### src/rtl/obs_trace_pkg.sv
// Shared types and default sizing for the observer trace capture block.
package obs_trace_pkg;

  typedef enum logic [1:0] {
    IDLE,
    CAPTURE,
    HOLD
  } state_t;

  localparam int SYM_W_DEF   = 2;
  localparam int WIN_LEN_DEF = 4;
  localparam int CNT_W_DEF   = 8;
  localparam int NUM_BINS    = 2 ** SYM_W_DEF;

  // One histogram bin per possible symbol value.
  function automatic int numBins(input int symW);
    return 1 << symW;
  endfunction

endpackage

### src/rtl/obs_hist_bank.sv
// Bank of saturating per-symbol counters; clear has priority over increment.
module obs_hist_bank
  import obs_trace_pkg::*;
#(
  parameter int SYM_W = SYM_W_DEF,
  parameter int CNT_W = CNT_W_DEF
) (
  input  logic                              clk,
  input  logic                              reset,
  input  logic                              inc_en,
  input  logic [SYM_W-1:0]                  inc_idx,
  input  logic                              clear,
  output logic [numBins(SYM_W)*CNT_W-1:0]   hist_out
);

  localparam int BINS = numBins(SYM_W);
  localparam logic [CNT_W-1:0] CNT_MAX = '1;

  logic [CNT_W-1:0] r_bins [BINS];

  // Counters stick at all-ones instead of wrapping.
  always_ff @(posedge clk) begin
    if (reset || clear) begin
      for (int b = 0; b < BINS; b++) begin
        r_bins[b] <= '0;
      end
    end else if (inc_en && (r_bins[inc_idx] != CNT_MAX)) begin
      r_bins[inc_idx] <= r_bins[inc_idx] + 1'b1;
    end
  end

  for (genvar b = 0; b < BINS; b++) begin : g_pack
    assign hist_out[b*CNT_W +: CNT_W] = r_bins[b];
  end

endmodule

### src/rtl/obs_trace_capture.sv
// Captures WIN_LEN observed symbols into a packed trace and keeps a symbol histogram.
// Optional macro TRACE_PARITY_EN adds a trace_parity output (XOR of all trace bits).
module obs_trace_capture
  import obs_trace_pkg::*;
#(
  parameter int SYM_W   = SYM_W_DEF,
  parameter int WIN_LEN = WIN_LEN_DEF,
  parameter int CNT_W   = CNT_W_DEF
) (
  input  logic                              clk,
  input  logic                              reset,
  input  logic                              start,
  input  logic [SYM_W-1:0]                  obs_in,
  input  logic                              obs_valid,
  input  logic                              clear_hist,
  output logic [SYM_W*WIN_LEN-1:0]          trace_out,
  output logic                              trace_valid,
  input  logic                              trace_ready,
  output logic [numBins(SYM_W)*CNT_W-1:0]   hist_out,
  output logic                              busy,
  output logic                              overflow
`ifdef TRACE_PARITY_EN
  ,
  output logic                              trace_parity
`endif
);

  localparam int TR_W  = SYM_W * WIN_LEN;
  localparam int IDX_W = (WIN_LEN > 1) ? $clog2(WIN_LEN) : 1;
  localparam logic [IDX_W-1:0] LAST_IDX = IDX_W'(WIN_LEN - 1);

  state_t            r_state;
  logic [IDX_W-1:0]  r_idx;
  logic [TR_W-1:0]   r_trace;
  logic              r_traceValid;
  logic              r_busy;
  logic              r_overflow;

  logic [TR_W-1:0]   w_nextTrace;
  logic              w_sampleEn;
  logic              w_lastSample;

  assign w_sampleEn   = (r_state == CAPTURE) && obs_valid;
  assign w_lastSample = w_sampleEn && (r_idx == LAST_IDX);

  always_comb begin
    w_nextTrace = r_trace;
    w_nextTrace[r_idx*SYM_W +: SYM_W] = obs_in;
  end

  // A start arriving with the handshake is dropped because the FSM is still in HOLD then.
  always_ff @(posedge clk) begin
    if (reset) begin
      r_state      <= IDLE;
      r_idx        <= '0;
      r_trace      <= '0;
      r_traceValid <= 1'b0;
      r_busy       <= 1'b0;
      r_overflow   <= 1'b0;
    end else begin
      if (clear_hist) begin
        r_overflow <= 1'b0;
      end else if ((r_state == HOLD) && obs_valid) begin
        r_overflow <= 1'b1;
      end

      case (r_state)
        IDLE: begin
          if (start) begin
            r_state <= CAPTURE;
            r_idx   <= '0;
            r_busy  <= 1'b1;
          end
        end
        CAPTURE: begin
          if (obs_valid) begin
            r_trace <= w_nextTrace;
            if (r_idx == LAST_IDX) begin
              r_state      <= HOLD;
              r_traceValid <= 1'b1;
            end else begin
              r_idx <= r_idx + 1'b1;
            end
          end
        end
        HOLD: begin
          if (trace_ready) begin
            r_state      <= IDLE;
            r_traceValid <= 1'b0;
            r_busy       <= 1'b0;
          end
        end
        default: begin
          r_state <= IDLE;
        end
      endcase
    end
  end

`ifdef TRACE_PARITY_EN
  logic r_parity;

  always_ff @(posedge clk) begin
    if (reset) begin
      r_parity <= 1'b0;
    end else if (w_lastSample) begin
      r_parity <= ^w_nextTrace;
    end
  end

  assign trace_parity = r_parity;
`endif

  obs_hist_bank #(
    .SYM_W (SYM_W),
    .CNT_W (CNT_W)
  ) u_hist (
    .clk      (clk),
    .reset    (reset),
    .inc_en   (w_sampleEn),
    .inc_idx  (obs_in),
    .clear    (clear_hist),
    .hist_out (hist_out)
  );

  assign trace_out   = r_trace;
  assign trace_valid = r_traceValid;
  assign busy        = r_busy;
  assign overflow    = r_overflow;

endmodule
### config.mk
export PLATFORM = sky130hd
export DESIGN_NAME = obs_trace_capture
export DESIGN_NICKNAME = d
export VERILOG_FILES = /design/src/rtl/obs_trace_pkg.sv /design/src/rtl/obs_hist_bank.sv /design/src/rtl/obs_trace_capture.sv
export SDC_FILE = /design/constraint.sdc
export NUM_CORES = 1
export LEC_CHECK = 0
export ABC_AREA = 1
export CAP_MARGIN = 20
export CORE_MARGIN = 2
export CORE_UTILIZATION = 57
export CTS_BUF_LIST = sky130_fd_sc_hd__clkbuf_2 sky130_fd_sc_hd__clkbuf_4 sky130_fd_sc_hd__clkbuf_8
export DETAILED_ROUTE_END_ITERATION = 16
export PLACE_DENSITY = 0.92
export SYNTH_ARGS = -nofsm -noshare
export SYNTH_HDL_FRONTEND = slang
export SYNTH_SLANG_ARGS = --single-unit
### constraint.sdc
create_clock -name clk -period 4.4 [get_ports clk]
set_input_delay 0.88 -clock clk [delete_from_list [all_inputs] [get_ports clk]]
set_output_delay 0.88 -clock clk [all_outputs]
set_load 0.01 [all_outputs]
# Word level (Yosys, flattened, before mapping)
# Memory sizes are Yosys's and may differ from the RTL's.
# Cells that the tools add are included.
[classes]
add_sub_neg = 3
eq_ne = 9
shifts = 2
mux = 24
n_reduce_logical = 15
[op_table]
columns = ["op", "n"]
rows = [
  ["negation 3 -> 34 bit", 1],
  ["variable shift 2 x 34 -> 8 bit (first input constant)", 1],
  ["variable part select 2 x 34 -> 8 bit", 1],
  ["two-way mux 2 bit", 8],
  ["AND reduction 4 bit", 3],
  ["two-way mux 1 bit", 10],
  ["adder 8 x 1 -> 8 bit (second input constant)", 1],
  ["bitwise mux 8 bit", 1],
  ["two-way mux 8 bit", 1],
  ["inequality test 2 bit (second input constant)", 4],
  ["inequality test 8 bit (second input constant)", 1],
  ["OR reduction 8 bit", 1],
  ["one-hot mux 2 bit (3 select lines)", 1],
  ["nonzero test 2 bit", 3],
  ["equality test 2 bit (second input constant)", 2],
  ["one-hot mux 1 bit (2 select lines)", 2],
  ["one-hot mux 2 bit (2 select lines)", 1],
  ["logical AND 1 bit", 3],
  ["AND reduction 3 bit", 1],
  ["adder 2 x 1 -> 2 bit (second input constant)", 1],
  ["equality test 2 x 1 -> 1 bit (second input constant)", 1],
  ["zero test 2 bit", 1],
  ["inequality test 2 x 1 -> 1 bit (second input constant)", 1],
  ["AND reduction 2 bit", 1],
  ["2 further kinds", 2],
]
[word_totals]
ff_bits = 15
ramBits = 32
in_bits = 8
output_inout_bits = 43
elab_cells = 60
memories = 1
[mem_list]
columns = ["memory", "words", "word_bits", "read_ports", "rd_clocked_by_memory_dff", "wr", "line", "source"]
rows = [
  ["u_hist.r_bins", 4, 8, 5, 0, 4, "obs_hist_bank.sv:19", "logic [CNT_W-1:0] r_bins [BINS];"],
]

# Longest topological paths before layout
# Gate-level depths: netlist of run 1.
[logic_depth]
word_depth = 8
ltp_mapped = 13
depth_no_buf = 12

# Hierarchy
# A second synthesis of run 1 with hierarchy kept.
[hier_totals]
cells_unflattened = 318
area_unflattened_um2 = 2745.1
[modules_own_cells]
columns = ["module", "instances", "cells_each", "area_per_inst_um2", "seq_area_each_um2"]
rows = [
  ["obs_hist_bank", 1, 203, 1931.9, 960.9],
  ["obs_trace_capture", 1, 115, 813.3, 300.3],
]

# Least setup slack after synthesis of run 1
# No wires, ideal clock.
[synth_path]
kind = "input -> register"
start = "input obs_in[1]"
end = "memory u_hist.r_bins[3][0] in the netlist's numbering, enable pin"
setup_time_ns = 0.384
arrival_time_ns = 2.520
required_time_ns = 4.016
setup_slack_ns = 1.496
cell_stages = 11
path_buffers = 1
cell_sequence = "inv_1 > buf_2 > nor2_1 > o21ai_0 > nand2_1 > ha_1 > nand2_1 > nor2_2 > nand2_1 > nand2_1 > o21ai_0"
[synth_lines]
columns = ["element", "line", "source"]
rows = [
  ["from (decl)", "obs_trace_capture.sv:13", "input logic [SYM_W-1:0] obs_in,"],
  ["to (decl)", "obs_hist_bank.sv:19", ""],
]

==> results of run 1 <==
-- worst max-delay path, cell delays in order --
cell and delay (ps):
clkdlybuf4s50_1 430, buf_4 220, nor2_1 120, nor2_1 40
o21ai_0 80, nand2_1 150, ha_1 250, nand2_1 90
nor2_2 60, nand2_1 80, nand2_1 100, o21ai_0 550
buf_4 260
-- worst min-delay path by stage --
stage / endpoint / startpoint / cells past startpoint / slack, ps
after floorplan: trace_out[4] / trace_out[4] / 2 / 470
after global placement: overflow / overflow / 1 / 450
final: trace_out[0] / trace_out[0] / 2 / 470
after detailed placement: overflow / overflow / 1 / 450
after global routing: trace_out[0] / trace_out[0] / 2 / 490
after CTS: trace_out[0] / trace_out[0] / 2 / 470
-- layout by cell type (no fill, tap or decap), drive strengths merged --
cell type	Yosys	layout
a31oi	1	1
o211ai	1	1
o21ai	8	8
or2	1	1
buf	5	5
dfxtp	15	15
xnor2	3	3
a211oi	3	3
nor2	61	61
nand2	63	63
clkbuf	2	5
inv	44	45
a21oi	14	14
nand3b	1	1
ha	7	7
clkdlybuf4s50	0	50
nand4	6	6
xor2	2	2
nand3	16	16
edfxtp	32	32
clkinvlp	0	2
o21a	1	1
nor3	4	4
-- registers in the layout (all words and copies together), names as in the netlist --
signal,count
trace_out,8
r_state,2
overflow,1
busy,1
trace_valid,1
r_idx,2
u_hist.r_bins,32
-- metal layers --
layer  up-vias  wire length (µm)
li1       1031                 -
met1       959              2610
met3        17               519
met2       110              2950
met5         -                 0
met4         0               184
-- layout make-up --
| cell class | count | area, µm² |
|---|---|---|
| clock inverters | 3 | 23.8 |
| repair buffers | 55 | 538 |
| inverters | 44 | 165 |
| fillers | 298 | 973 |
| clock buffers | 5 | 68.8 |
| well taps | 50 | 62.6 |
| flip-flops and latches | 47 | 1260 |
| multi-input cells | 192 | 936 |
-- where the power goes --
part / switching [mW] / total [mW] / leakage [nW] / internal [mW]
sequential: 0.0168 / 0.507 / 0.479 / 0.490
clock: 0.158 / 0.272 / 0.0408 / 0.114
combinational: 0.103 / 0.168 / 0.751 / 0.0655
-- cells by family after synthesis --
| logic type | count (synthesis) | synth area share [%] |
|---|---|---|
| AND/OR/NAND/NOR | 152 | 26.9 |
| buffers and inverters | 51 | 8.54 |
| flip-flops | 47 | 52.5 |
| AO/OA/AOI/OAI | 28 | 6.56 |
| adder cells (fa/ha/maj) | 7 | 3.65 |
| XOR/XNOR | 5 | 1.82 |
==> run metrics, run 1 <==
status finished clean; Die Wd 68.9 µm; initial drt markers approximately 210; Final ANT Viol Nets 0; maxcap violations 0; RSZ-0062 raised after global routing false; # IOs between 50 and 60; Synth top cells by count nand2_1, nor2_1, inv_1, edfxtp_1; first-pass iteration count of the detailed router 4; Yosys reg bits 47; Total GRT Usage roughly 29%; CP startpoint kind input port; CTS root buf clkbuf_8; fmax about 300 MHz; pre-CTS setup slack approximately 840 ps; Worst Path Arrival around 3300 ps; dominant cell type by area after synthesis edfxtp_1; ANT cells 0; global-route wire length before repair between 9000 and 10,000 µm; row count 23; Initial Util approximately three fifths; Worst slew margin a little over half; wire length per cell between 15 and 20 µm; CTS H-tree lvls 2; largest net degree at the start of global routing 22; share of cells above drive strength 1 about 6.6%; vias in the first global route between 1,500 and 2,000; Slew Limit Fails 0; Area growth syn-to-layout 27.2%; Distinct cells, synth 29; Seq/Total Area, Yosys between 50% and 60%; yosys warns 0; critical path class input port to flop; Yosys top cell area share about two fifths; Tmin final about 3300 ps; global routing's busiest layer met2; Req. time, crit path around 4400 ps; clock buffer count from CTS 5; VDD IR max ~0.27 mV; post_cts resized 0; CTS tree built; port buffer count 50; final WL between 6000 and 7000 µm; pwr/cell area 310 nW/µm²; worst setup path startpoint obs_in[0]; Skew-Pair Late Insertion Delay about 310 ps; Mapped Nets 305; Sink Count 47; asr flop ratio synth 0%; drt drc 0; Final Setup Violations 0; Die ar. 4750 µm²; FF-to-FF path depth 11; Post-synth EDFFs 32; Final WS setup approximately 1100 ps; met3 GRT Util under 10%; Post-Synthesis Cells between 200 and 300; setup_tns 0 ps; RR Startpoint u_hist.r_bins[2][0]; Tot Pwr about 0.95 mW; fin area 3060 µm²; met2 Usage GRT between 40% and 50%; Clock Tree Buf Depth 2; die height between 60 and 70 µm; Hold Slack 471 ps; initial antenna violation count 0; final clock skew between 7 and 8 ps; Worst Max-Slew Pin Slew 693 ps; Core Box Area 4030 µm²; Reg2Reg Setup Slack between 1500 and 2000 ps; detailed placement HPWL about 4700 µm; Non-Filler Instances 396; final core utilization between 70% and 80%; via/cell ratio approximately 5.3; Cells after DPL approximately 390; Critical Path Sink u_hist.r_bins[3][3]; nets 360; average cell area after synthesis roughly 8.3 µm²; Most used DFF post-synth edfxtp_1; final hold vios 0; most common cell in the netlist nand2_1; period utilization 75.1%; Vias 2,117; synth top area cells edfxtp_1, dfxtp_1, nand2_1; Setup Fix Bufs, Post-CTS 0; Setup crit end kind flop; worst min-delay path class flop to flop; Leakage Power 1.27 nW; placed cell area between 2000 and 3000 µm²; Syn Std Cell Area approximately 2400 µm²; total gr overflow 0; Max FO, Critical Path 21; Worst-path clk slew approximately 90 ps; Final Wtd Congestion around 0.99; hold_buf cts 0; GR Util met1 40.7%; R2R Path End u_hist.r_bins[3][3]
(Power assumes the default switching activity.)
==> run 2, diff against run 1 <==
--- a/config.mk
+++ b/config.mk
@@ -8,10 +8,10 @@
 export ABC_AREA = 1
 export CAP_MARGIN = 20
 export CORE_MARGIN = 2
-export CORE_UTILIZATION = 57
+export CORE_UTILIZATION = 47
 export CTS_BUF_LIST = sky130_fd_sc_hd__clkbuf_2 sky130_fd_sc_hd__clkbuf_4 sky130_fd_sc_hd__clkbuf_8
 export DETAILED_ROUTE_END_ITERATION = 16
-export PLACE_DENSITY = 0.92
+export PLACE_DENSITY = 0.82
 export SYNTH_ARGS = -nofsm -noshare
 export SYNTH_HDL_FRONTEND = slang
 export SYNTH_SLANG_ARGS = --single-unit
==> constraint.sdc (replaced) <==
create_clock -name clk -period 2.85 [get_ports clk]
set_input_delay 0.57 -clock clk [delete_from_list [all_inputs] [get_ports clk]]
set_output_delay 0.57 -clock clk [all_outputs]
set_load 0.01 [all_outputs]
==> run 2 against run 1 <==
Cell count grew 9.8%. Flip-flop and latch count unchanged. Sequential power grew 54%. Combinational power grew 63%. Global-route usage shrank 6.9 points. Sequential share of layout area is 2.2 points lower. Setup slack worse by 900 ps. Power is 55% higher. Via count increased by 0.76%. Core utilization down 11 points. Register-to-register slack got worse by 1300 ps. Non-clock buffer count is 19 higher. Largest power group unchanged.
==> run metrics, run 2 (synthesis gave the netlist of run 1 again) <==
via/cell ratio 4.90 (-8.3%); cell mode on critical path nand2_1; pwr/cell area 456 nW/µm² (+47%); row count 26 (+13%); initial drt markers 176 (-17%); Total GRT Usage 22.5% (-6.9 points); maxcap violations 0 (unchanged); CTS tree built; crit-path leading delay family simple AND/OR/NAND/NOR gates; # IOs 51 (unchanged); Final Setup Violations 0 (unchanged); Worst Path Arrival 2610 ps (-720 ps); largest net degree at the start of global routing 16 (-27%); port buffer count 50 (unchanged); Core Box Area 5010 µm² (+24%); Initial Util 48.0% (-12 points); initial antenna violation count 0 (unchanged); Max FO, Critical Path 8 (-62%); Final ANT Viol Nets 0 (unchanged); Slew Limit Fails 0 (unchanged); Setup crit end kind flop; final clock skew 17.1 ps (+9.63 ps); final hold vios 0 (unchanged); Non-Filler Instances 435 (+9.8%); clock buffer count from CTS 5 (unchanged); max reg flops 32 (unchanged); Worst Max-Slew Pin Slew 449 ps (-244 ps); Leakage Power 1.37 nW (+8.0%); Skew-Pair Late Insertion Delay 300 ps (about the same); VDD IR max 0.333 mV (+23%); worst min-delay path class flop to flop; final core utilization 64.4% (-11 points); critical-path cell list clkdlybuf4s50_1, inv_2, o21ai_0, nand2_1, ha_1, nand2_1, nor2_2, nand2_1, nand2_1, nor2_4, nand2_2, nand2_1; fmax about 380 MHz; Hold Slack 467 ps (-3.26 ps); Vias 2,133 (+0.76%); CP max stage delay 620 ps (+70 ps); CTS H-tree lvls 2 (unchanged); Area growth syn-to-layout 34.3%; status finished clean; nets 379 (+5.3%); die height 75.5 µm (+9.5%); drt drc 0 (unchanged); ANT cells 0 (unchanged); Worst slew margin 70.0% (+16 points); detailed placement HPWL 4560 µm (-2.4%); first-pass iteration count of the detailed router 4 (unchanged); share of cells above drive strength 1 11.5% (+4.9 points); most frequent cells in the layout nand2_1, nor2_1, clkdlybuf4s50_1; CP max-delay cell clkdlybuf4s50_1; Req. time, crit path 2810 ps (-1610 ps); wire length per cell 13.7 µm (-13%); global-route wire length before repair 9320 µm (-4.8%); total gr overflow 0 (unchanged); Cells after DPL 427 (+10%); CP startpoint kind input port; RSZ-0062 raised after global routing false; Buf+Inv Stages, Crit Path 2 (-1); Tmin final around 2700 ps; vias in the first global route 2,009 (+3.6%); hold_buf cts 0 (unchanged); Clock Tree Buf Depth 2 (unchanged); Die Wd 75.5 µm (+9.5%); CTS root buf clkbuf_8; final WL 5970 µm (-4.7%); Worst-path clk slew 90 ps (about the same); Tot Pwr 1.47 mW (+55%); critical path class input port to flop; Top reg by flops u_hist.r_bins; Final Wtd Congestion 0.919 (-7.5%); commonest non-fill, non-tap cell in the layout nand2_1; period utilization between 90 and 100%; Die ar. 5700 µm² (+20%); Sink Count 47 (unchanged)
## run 2: cell types whose count changed in the layout (fill, tap and decap cells not counted), sizes merged
cell | previous run | this run
clkbuf | 5 | 7
clkinv | 0 | 1
buf | 5 | 24
inv | 45 | 44
clkinvlp | 2 | 0
## run 2: routing by layer
layer | track usage, % | wire, µm | vias up
met5 | 0 | 0 | -
met4 | 8.19 | 27 | 0
met3 | 4.50 | 322 | 4
met2 | 38.1 | 3130 | 77
met1 | 28.6 | 2490 | 974
li1 | - | - | 1078
## run 2: power by group
part           leakage [nW]  total (mW)  internal (mW)  switching (mW)
Sequential            0.479       0.779          0.757          0.0225
Combinational         0.842       0.274          0.119           0.154
Clock                0.0517       0.417          0.205           0.212
Total                  1.37        1.47           1.08           0.389
## run 2: final timing paths
| kind | cells past startpoint | endpoint | slack, ps | startpoint |
|---|---|---|---|---|
| setup / recovery | 12 | u_hist.r_bins[2][2] | 200 | obs_in[0] |
| hold reg to reg | 2 | trace_out[4] | 470 | trace_out[4] |
| hold / removal | 2 | trace_out[4] | 470 | trace_out[4] |
| setup reg to reg | 12 | u_hist.r_bins[2][2] | 660 | u_hist.r_bins[0][1] |
## run 2: stage by stage
| step | setup WS (ps) | cell area (µm²) | TNS [ps] |
|---|---|---|---|
| after floorplan | 256 | 2400 | 0 |
| after global placement | 28.7 | 3130 | 0 |
| after detailed placement | -91.0 | 3130 | -1450 |
| after CTS | 214 | 3230 | 0 |
| after global routing | 5.72 | 3230 | 0 |
| final | 197 | 3230 | 0 |
## run 2: layout make-up
| type | count | area (µm²) |
|---|---|---|
| timing repair buffer | 74 | 681 |
| inverter | 44 | 165 |
| tap | 70 | 87.6 |
| clock inverter | 1 | 5.00 |
| sequential | 47 | 1260 |
| clock buffer | 7 | 90.1 |
| multi-input combinational | 192 | 936 |
| fill | 439 | 1780 |
## run 2: timing repair
item                                   4_1_cts  5_1_grt
setup buffers                                0        0
endpoints found under the hold margin        0        0
resized for setup                            0        1
setup endpoints to repair                    0        1
## run 2: worst reg2reg max path, stage by stage, from the launching register on
cell      delay, ps
edfxtp_1        450
nor2_1          140
nor2_1           60
o21ai_0          70
nand2_1         100
ha_1            240
nand2_1          90
nor2_2           50
nand2_1          70
nand2_1          90
nor2_4          120
nand2_2          60
nand2_1         300
==> run 3, diff against run 2 <==
--- a/config.mk
+++ b/config.mk
@@ -12,6 +12,7 @@
 export CTS_BUF_LIST = sky130_fd_sc_hd__clkbuf_2 sky130_fd_sc_hd__clkbuf_4 sky130_fd_sc_hd__clkbuf_8
 export DETAILED_ROUTE_END_ITERATION = 16
 export PLACE_DENSITY = 0.82
+export SLEW_MARGIN = 20
 export SYNTH_ARGS = -nofsm -noshare
 export SYNTH_HDL_FRONTEND = slang
 export SYNTH_SLANG_ARGS = --single-unit
==> results of run 3 <==
The final DEF is identical to that of run 2; final timing and power are the same.
